### src/rtl/pprm_sbox_pipe.sv
// pprm_sbox_pipe: pipelined multi-lane AES S-box / inverse S-box / raw GF(2^8) inverse.
// Define PPRM_SBOX_OPISO_EN for operand isolation (gated loads, zero output when idle).
module pprm_sbox_pipe #(
  parameter int LANES = 4,
  parameter int PIPE_DEPTH = 3
) (
  input  logic                 clk,
  input  logic                 rst,
  input  logic                 in_valid,
  output logic                 in_ready,
  input  logic [1:0]           in_mode,
  input  logic [8*LANES-1:0]   in_data,
  output logic                 out_valid,
  input  logic                 out_ready,
  output logic [1:0]           out_mode,
  output logic [8*LANES-1:0]   out_data,
  output logic                 busy
);
  localparam int W = 8*LANES;
  localparam int WI = 16*LANES;
`ifdef PPRM_SBOX_OPISO_EN
  localparam bit ISO = 1'b1;
`else
  localparam bit ISO = 1'b0;
`endif
  function automatic logic [7:0] gmul(input logic [7:0] a, input logic [7:0] b);
    logic [7:0] p, x;
    p = '0;
    x = a;
    for (int i = 0; i < 8; i++) begin
      p = b[i] ? p ^ x : p;
      x = x[7] ? {x[6:0], 1'b0} ^ 8'h1b : {x[6:0], 1'b0};
    end
    return p;
  endfunction
  function automatic logic [7:0] sq(input logic [7:0] a);
    return gmul(a, a);
  endfunction
  // Inversion as x^254 split in three: {x^2,x^3} -> {x^14,x^15} -> x^240*x^14
  function automatic logic [WI-1:0] f1(input logic [W-1:0] x, input logic [1:0] m);
    logic [WI-1:0] r;
    logic [7:0] b;
    r = '0;
    for (int i = 0; i < LANES; i++) begin
      b = x[8*i+:8];
      b = (m == 2'b01) ? {b[6:0], b[7]} ^ {b[4:0], b[7:5]} ^ {b[1:0], b[7:2]} ^ 8'h05 : b;
      r[16*i+:8] = gmul(sq(b), b);
      r[16*i+8+:8] = sq(b);
    end
    return r;
  endfunction
  function automatic logic [WI-1:0] f2(input logic [WI-1:0] q);
    logic [WI-1:0] r;
    logic [7:0] x12;
    r = '0;
    for (int i = 0; i < LANES; i++) begin
      x12 = sq(sq(q[16*i+:8]));
      r[16*i+:8] = gmul(x12, q[16*i+:8]);
      r[16*i+8+:8] = gmul(x12, q[16*i+8+:8]);
    end
    return r;
  endfunction
  function automatic logic [W-1:0] f3(input logic [WI-1:0] q, input logic [1:0] m);
    logic [W-1:0] r;
    logic [7:0] b;
    r = '0;
    for (int i = 0; i < LANES; i++) begin
      b = gmul(sq(sq(sq(sq(q[16*i+:8])))), q[16*i+8+:8]);
      r[8*i+:8] = (m == 2'b00) ?
        b ^ {b[6:0], b[7]} ^ {b[5:0], b[7:6]} ^ {b[4:0], b[7:5]} ^ {b[3:0], b[7:4]} ^ 8'h63 : b;
    end
    return r;
  endfunction
  logic          va, vb, vo, adv_a, adv_b, adv_o;
  logic [1:0]    ma, mb, mo;
  logic [WI-1:0] s1, s2, qa, qb;
  logic [W-1:0]  s3, qo;
  assign s1 = f1(in_data & {W{in_valid | ~ISO}}, in_mode);
  assign s2 = f2(qa & {WI{va | ~ISO}});
  assign s3 = f3(qb & {WI{vb | ~ISO}}, mb);
  generate
    if (PIPE_DEPTH >= 2) begin : g_a
      always_ff @(posedge clk)
        if (rst) begin
          va <= 1'b0;
          ma <= '0;
          qa <= '0;
        end else if (adv_a) begin
          va <= in_valid;
          if (in_valid | ~ISO) begin
            ma <= in_mode;
            qa <= s1;
          end
        end
      assign adv_a = ~va | adv_b;
    end else begin : g_na
      assign va = in_valid;
      assign ma = in_mode;
      assign qa = s1;
      assign adv_a = adv_b;
    end
    if (PIPE_DEPTH == 3) begin : g_b
      always_ff @(posedge clk)
        if (rst) begin
          vb <= 1'b0;
          mb <= '0;
          qb <= '0;
        end else if (adv_b) begin
          vb <= va;
          if (va | ~ISO) begin
            mb <= ma;
            qb <= s2;
          end
        end
      assign adv_b = ~vb | adv_o;
    end else begin : g_nb
      assign vb = va;
      assign mb = ma;
      assign qb = s2;
      assign adv_b = adv_o;
    end
  endgenerate
  always_ff @(posedge clk)
    if (rst) begin
      vo <= 1'b0;
      mo <= '0;
      qo <= '0;
    end else if (adv_o) begin
      vo <= vb;
      if (vb | ~ISO) begin
        mo <= mb;
        qo <= s3;
      end
    end
  assign adv_o = ~vo | out_ready;
  assign in_ready = adv_a & ~rst;
  assign out_valid = vo;
  assign out_mode = mo;
  assign out_data = qo & {W{vo | ~ISO}};
  assign busy = (PIPE_DEPTH >= 2 && va) | (PIPE_DEPTH == 3 && vb) | vo;
endmodule
### config.mk
export PLATFORM = sky130hd
export DESIGN_NAME = pprm_sbox_pipe
export DESIGN_NICKNAME = d
export VERILOG_FILES = /design/src/rtl/pprm_sbox_pipe.sv
export SDC_FILE = /design/constraint.sdc
export NUM_CORES = 2
export LEC_CHECK = 0
export ABC_AREA = 1
export CAP_MARGIN = 20
export CELL_PAD_IN_SITES_DETAIL_PLACEMENT = 0
export CELL_PAD_IN_SITES_GLOBAL_PLACEMENT = 1
export CORE_MARGIN = 3
export CORE_UTILIZATION = 40
export DETAILED_ROUTE_END_ITERATION = 16
export PLACE_DENSITY_LB_ADDON = 0.25
export REMOVE_ABC_BUFFERS = 1
export SYNTH_ARGS = -nofsm -noshare
export SYNTH_HDL_FRONTEND = slang
export SYNTH_SLANG_ARGS = --single-unit
### constraint.sdc
create_clock -name clk -period 10.4 [get_ports clk]
set_input_delay 2.6 -clock clk [delete_from_list [all_inputs] [get_ports clk]]
set_output_delay 2.6 -clock clk [all_outputs]
set_load 0.02 [all_outputs]
# Word-level counts from Yosys, hierarchy flattened
# Cells that the tools add are included.
[word_totals]
ff_bits = 169
output_inout_bits = 37
[op_classes]
eq_ne = 1
n_mux = 640
bitwise = 630
reduce_logical = 1
[ops]
columns = ["cell", "count"]
rows = [
  ["$mux 8", 360],
  ["$xor 8x8->8", 332],
  ["$mux 5", 280],
  ["$not 4->4", 284],
  ["$not 2->2", 4],
  ["$or 1x1->1", 5],
  ["$not 1->1", 4],
  ["$eq 2x1->1 const B", 1],
  ["$logic_not 2->1", 1],
  ["$and 1x1->1", 1],
]

# Depth between registers and ports, before layout
[logic_depth]
ltp_word = 86
mapped_depth = 83
depth_no_buf = 80

# Worst setup path before layout
# No wires, ideal clock.
[synth_path]
kind = "input port to flip-flop"
start = "input port in_mode[0]"
end = "register qa[20]"
setup_ns = 0.128
arrival_ns = 7.306
setup_slack_ns = 2.965
stages = 28
n_path_buf = 4
path_cell_list = "inv_1 nor2_1 clkbuf_1 clkbuf_1 clkbuf_1 nand2_1 o21ai_0 clkbuf_1 ha_1 inv_1 nand2_1 nand2_1 nand2_1 nand2_1 nand2_1 xor2_1 xnor2_1 or2_2 nand2_1 inv_1 xor2_1 inv_1 xor2_1 or2_2 nand3_1 xor2_1 xnor2_1 a21oi_1"
[synth_between]
elab_chain_cells = 34
[synth_lines]
columns = ["item", "line", "source"]
rows = [
  ["start, declared", "11", "input logic [1:0] in_mode,"],
  ["$eq 2x1->1 (*)", "46", "b = (m == 2'b01) ? {b[6:0], b[7]} ^ {b[4:0], b[7:5]} ^ {b[1:0], b[7:2]} ^ 8'h05 : b;"],
  ["$mux 8 (*)", "46", ""],
  ["$not 4->4 (no line)", "-", ""],
  ["$mux 5", "32", "x = x[7] ? {x[6:0], 1'b0} ^ 8'h1b : {x[6:0], 1'b0};"],
  ["$xor 8x8->8", "31", "p = b[i] ? p ^ x : p;"],
  ["$mux 8", "31", ""],
  ["$xor 8x8->8", "31", ""],
  ["$mux 8", "31", ""],
  ["[18 not listed]", "-", ""],
  ["$xor 8x8->8", "31", ""],
  ["$mux 8", "31", ""],
  ["$xor 8x8->8", "31", ""],
  ["$mux 8", "31", ""],
  ["$xor 8x8->8", "31", ""],
  ["$mux 8", "31", ""],
  ["$xor 8x8->8", "31", ""],
  ["$mux 8 (*)", "31", ""],
  ["end signal, assigned", "87", "qa <= '0;"],
  ["end signal, assigned", "92", "qa <= s1;"],
  ["end, declared", "76", "logic [WI-1:0] s1, s2, qa, qb;"],
]
# Every way passes the cells marked *; elsewhere a longest branch is shown, timed or not.
# A chain may end at the register's enable or synchronous reset.

# Final worst setup path
[layout_path]
start = "register qb[54]"
end = "register qo[24] (netlist: out_data[24])"
[layout_between]
elab_chain_cells = 80
[layout_lines]
columns = ["item", "line", "source"]
rows = [
  ["start, declared", "76", ""],
  ["start signal, assigned", "107", "qb <= '0;"],
  ["start signal, assigned", "112", "qb <= s2;"],
  ["$xor 8x8->8 / $mux 8 (equally long branches)", "31", ""],
  ["$mux 8 / $xor 8x8->8 (equally long branches)", "31", ""],
  ["$xor 8x8->8 / $mux 8 (equally long branches)", "31", ""],
  ["$mux 8 / $xor 8x8->8 (equally long branches)", "31", ""],
  ["$xor 8x8->8 / $mux 8 (equally long branches)", "31", ""],
  ["$mux 8 / $xor 8x8->8 (equally long branches)", "31", ""],
  ["$xor 8x8->8 / $mux 8 (equally long branches)", "31", ""],
  ["$mux 8 / $xor 8x8->8 (equally long branches)", "31", ""],
  ["[62 not listed]", "-", ""],
  ["$xor 8x8->8 / $mux 8 (equally long branches)", "31", ""],
  ["$mux 8 / $xor 8x8->8 (equally long branches)", "31", ""],
  ["$xor 8x8->8 / $mux 8 (equally long branches)", "31", ""],
  ["$mux 8 (*)", "31", ""],
  ["$xor 8x8->8 / $mux 8 (equally long branches)", "70, 31", ""],
  ["$xor 8x8->8 (3 in a row)", "70", "b ^ {b[6:0], b[7]} ^ {b[5:0], b[7:6]} ^ {b[4:0], b[7:5]} ^ {b[3:0], b[7:4]} ^ 8'h63 : b;"],
  ["$not 4->4 (no line)", "-", ""],
  ["$mux 8 (*)", "69", "r[8*i+:8] = (m == 2'b00) ?"],
  ["end signal, assigned", "127", "qo <= '0;"],
  ["end signal, assigned", "132", "qo <= s3;"],
  ["end, declared", "77", "logic [W-1:0] s3, qo;"],
]
# Marks and branches as above.

==> results.toml <==
[logic_synthesis]
syn_avg_cell_area_um2 = 5.182
synth_top_area_share_pct = 28.50
synth_edf_count = 0
ys_warn_count = 0
synthTopCellsByArea = "nand2_1 29%, xor2_1 15%, nand3_1 11%"
ys_seq_elements = 169
synthFlopType = "dfxtp_1"
yosysUniqueCellTypes = 54
yosysSeqAreaShare_pct = 5.663
synthArstFlopShare_pct = 0
synthesis.instances = 11530
synth_area_mm2 = 0.05974
synth_top_area_cell = "nand2_1"

[finish]
final_area_mm2 = 0.06224
nets = 11440
n_fill_cell = 16600
synthToLayoutAreaGrowth_pct = 4.182
layout-drive-gt1-share_pct = 6.638
final_common_cell = "nand2_1"
seq_area_mm2 = 0.003383
multiInputGateArea_mm2 = 0.04947
antenna_cells = 0
final_cell_mix = "4,536 x nand2_1, 1,359 x nand3_1, 1,245 x inv_1"

[min_path]
hold_class = "flip-flop to flip-flop"
hold_depth = 2

[timing]
rsz0062_at_grt = "no"
maxSlewHeadroom_pct = 33.24
drv_slew = 0
finalHoldViolations = 0
tightest_slew_ps = 994.7
fin_crit_sh_pct = 87.95
setup_violations = 0
tns_ps = 0
finClkSkew_ps = 25.17
whs_ps = 482.1
max_freq_mhz = 109.3
period_minus_slack_ps = 9146
setup_ws_ps = 1254

[clock_tree]
cts-hold-fix-buffers = 0
clk_pin_slew_ps = 90
clk-insertion-delay-late_ps = 530
cts_buffers = 17
cts_sinks = 169
cts_tree = "built"
cts_max_path_buffers = 2
cts-root-buf = "clkbuf_16"
cts_resized = 0
cts_setup_buffers = 0
htree_levels = 4

[global_route]
grt_pass1_vias = 60180
grt_pass1_wl_um = 306400
grt_usage_pct = 23.52
overflow = 0
grt_max_degree = 68
antenna_found_initial = 1

[floorplan]
placementRows = 141
core_mm2 = 0.1480
fp.dieH_um = 392.5
die_area_mm2 = 0.1540
initial_utilization_pct = 40.36
die_x_um = 392.5
ios = 75

[worst_setup_path]
worstPathRequired_ps = 10820
slowest_delay_ps = 750
cpMaxStageDelayCell = "dfxtp_1"
cp-end-kind = "flip-flop"
reg2reg_depth = 63
cpMostUsedCell = "nand2_1"
arrival_ps = 9570
critPathLaunchType = "flip-flop"
path_max_fanout = 19
critPathKind = "flip-flop to flip-flop"

[drt]
drc = 0
first_pass_iters = 8
wl_per_cell_um = 13.88
ant_nets = 0
dr_total_vias = 66300
via_per_inst = 4.978
drtIter0Drc = 4369
drt-total-wl_um = 184900

[placed_design]
port-buffer-count = 74
dp_hpwl_um = 146500
pre_cts_slack_ps = 1401
gp_congestion = 0.9187
dpl_cell_area_mm2 = 0.06161

[outcome]
status = "complete, no violations"

[flow_run]
maxCapViolations = 0
kinds of logic (layout without fill, tap and decap cells):
logic type	count (synthesis)	in the layout	synth area share, %
buffers and inverters	1691	1551	11.57
DFF	169	169	5.663
and+or+nand+nor	7519	7519	54.20
AOI/OAI and AO/OA	578	578	5.251
adders and majority gates	28	28	0.5864
xor gates and xnor gates	1544	1544	22.72
layer usage:
metal	vias up	GRT usage [%]	share of wire [%]
li1	35220	-	-
met1	29610	33.69	50
met2	1352	38.99	45
met3	115	1.415	3.8
met4	0	4.091	1.2
met5	-	0	0
synth_stat cells, types with 28 or more instances:
| master | number |
|---|---|
| nand2_4 | 58 |
| inv_2 | 113 |
| nand3_1 | 1359 |
| nand3b_1 | 56 |
| xnor2_1 | 527 |
| o21ai_0 | 276 |
| buf_4 | 34 |
| dfxtp_1 | 169 |
| clkinv_1 | 33 |
| a21oi_1 | 182 |
| nor2_1 | 924 |
| inv_1 | 1247 |
| nand3_2 | 66 |
| nand2_2 | 309 |
| clkbuf_1 | 160 |
| o211ai_1 | 55 |
| buf_2 | 41 |
| nand2_1 | 4536 |
| xor2_1 | 1010 |
| ha_1 | 28 |
| or2_2 | 76 |
| nand4_1 | 87 |
worst paths after layout:
| path | start | end | slack, ps |
|---|---|---|---|
| worst max register to register | qb[54] | out_data[24] | 1250 |
| worst max-delay path | qb[54] | out_data[24] | 1250 |
| worst min register to register | ma[1] | ma[1] | 480 |
| worst min-delay path | ma[1] | ma[1] | 480 |
sequential cells by signal (all words and copies together), names as in the netlist:
name       flops
qa            64
qb            64
out_data      32
ma             2
mb             2
out_mode       2
out_valid      1
va             1
vb             1
critical path: cells and delay by family, from the launching register on:
| family | cells | cell delay (ps) |
|---|---|---|
| adder cells (fa/ha/maj) | 3 | 1090 |
| flip-flops | 1 | 750 |
| AND/OR/NAND/NOR | 50 | 6100 |
| AO/OA/AOI/OAI | 1 | 250 |
| buffers and inverters | 9 | 820 |
layout make-up:
cell class              instances  area share (%)
multi-input cells            9669           79.48
inverters                    1401           8.491
flip-flops and latches        169           5.436
well taps                    1930           3.880
repair buffers                118           1.713
clock buffers                  19          0.7116
clock inverters                13          0.2835
stage by stage:
stage               std cells  utilization (%)
floorplan               11240                -
detailed placement      13290            41.63
global placement        13290            41.63
CTS                     13320            42.04
global route            13320            42.05
finish                  13320            42.05
Power is not shown: default switching activity piles up to over one toggle a cycle in this logic, so the estimate is an artifact.
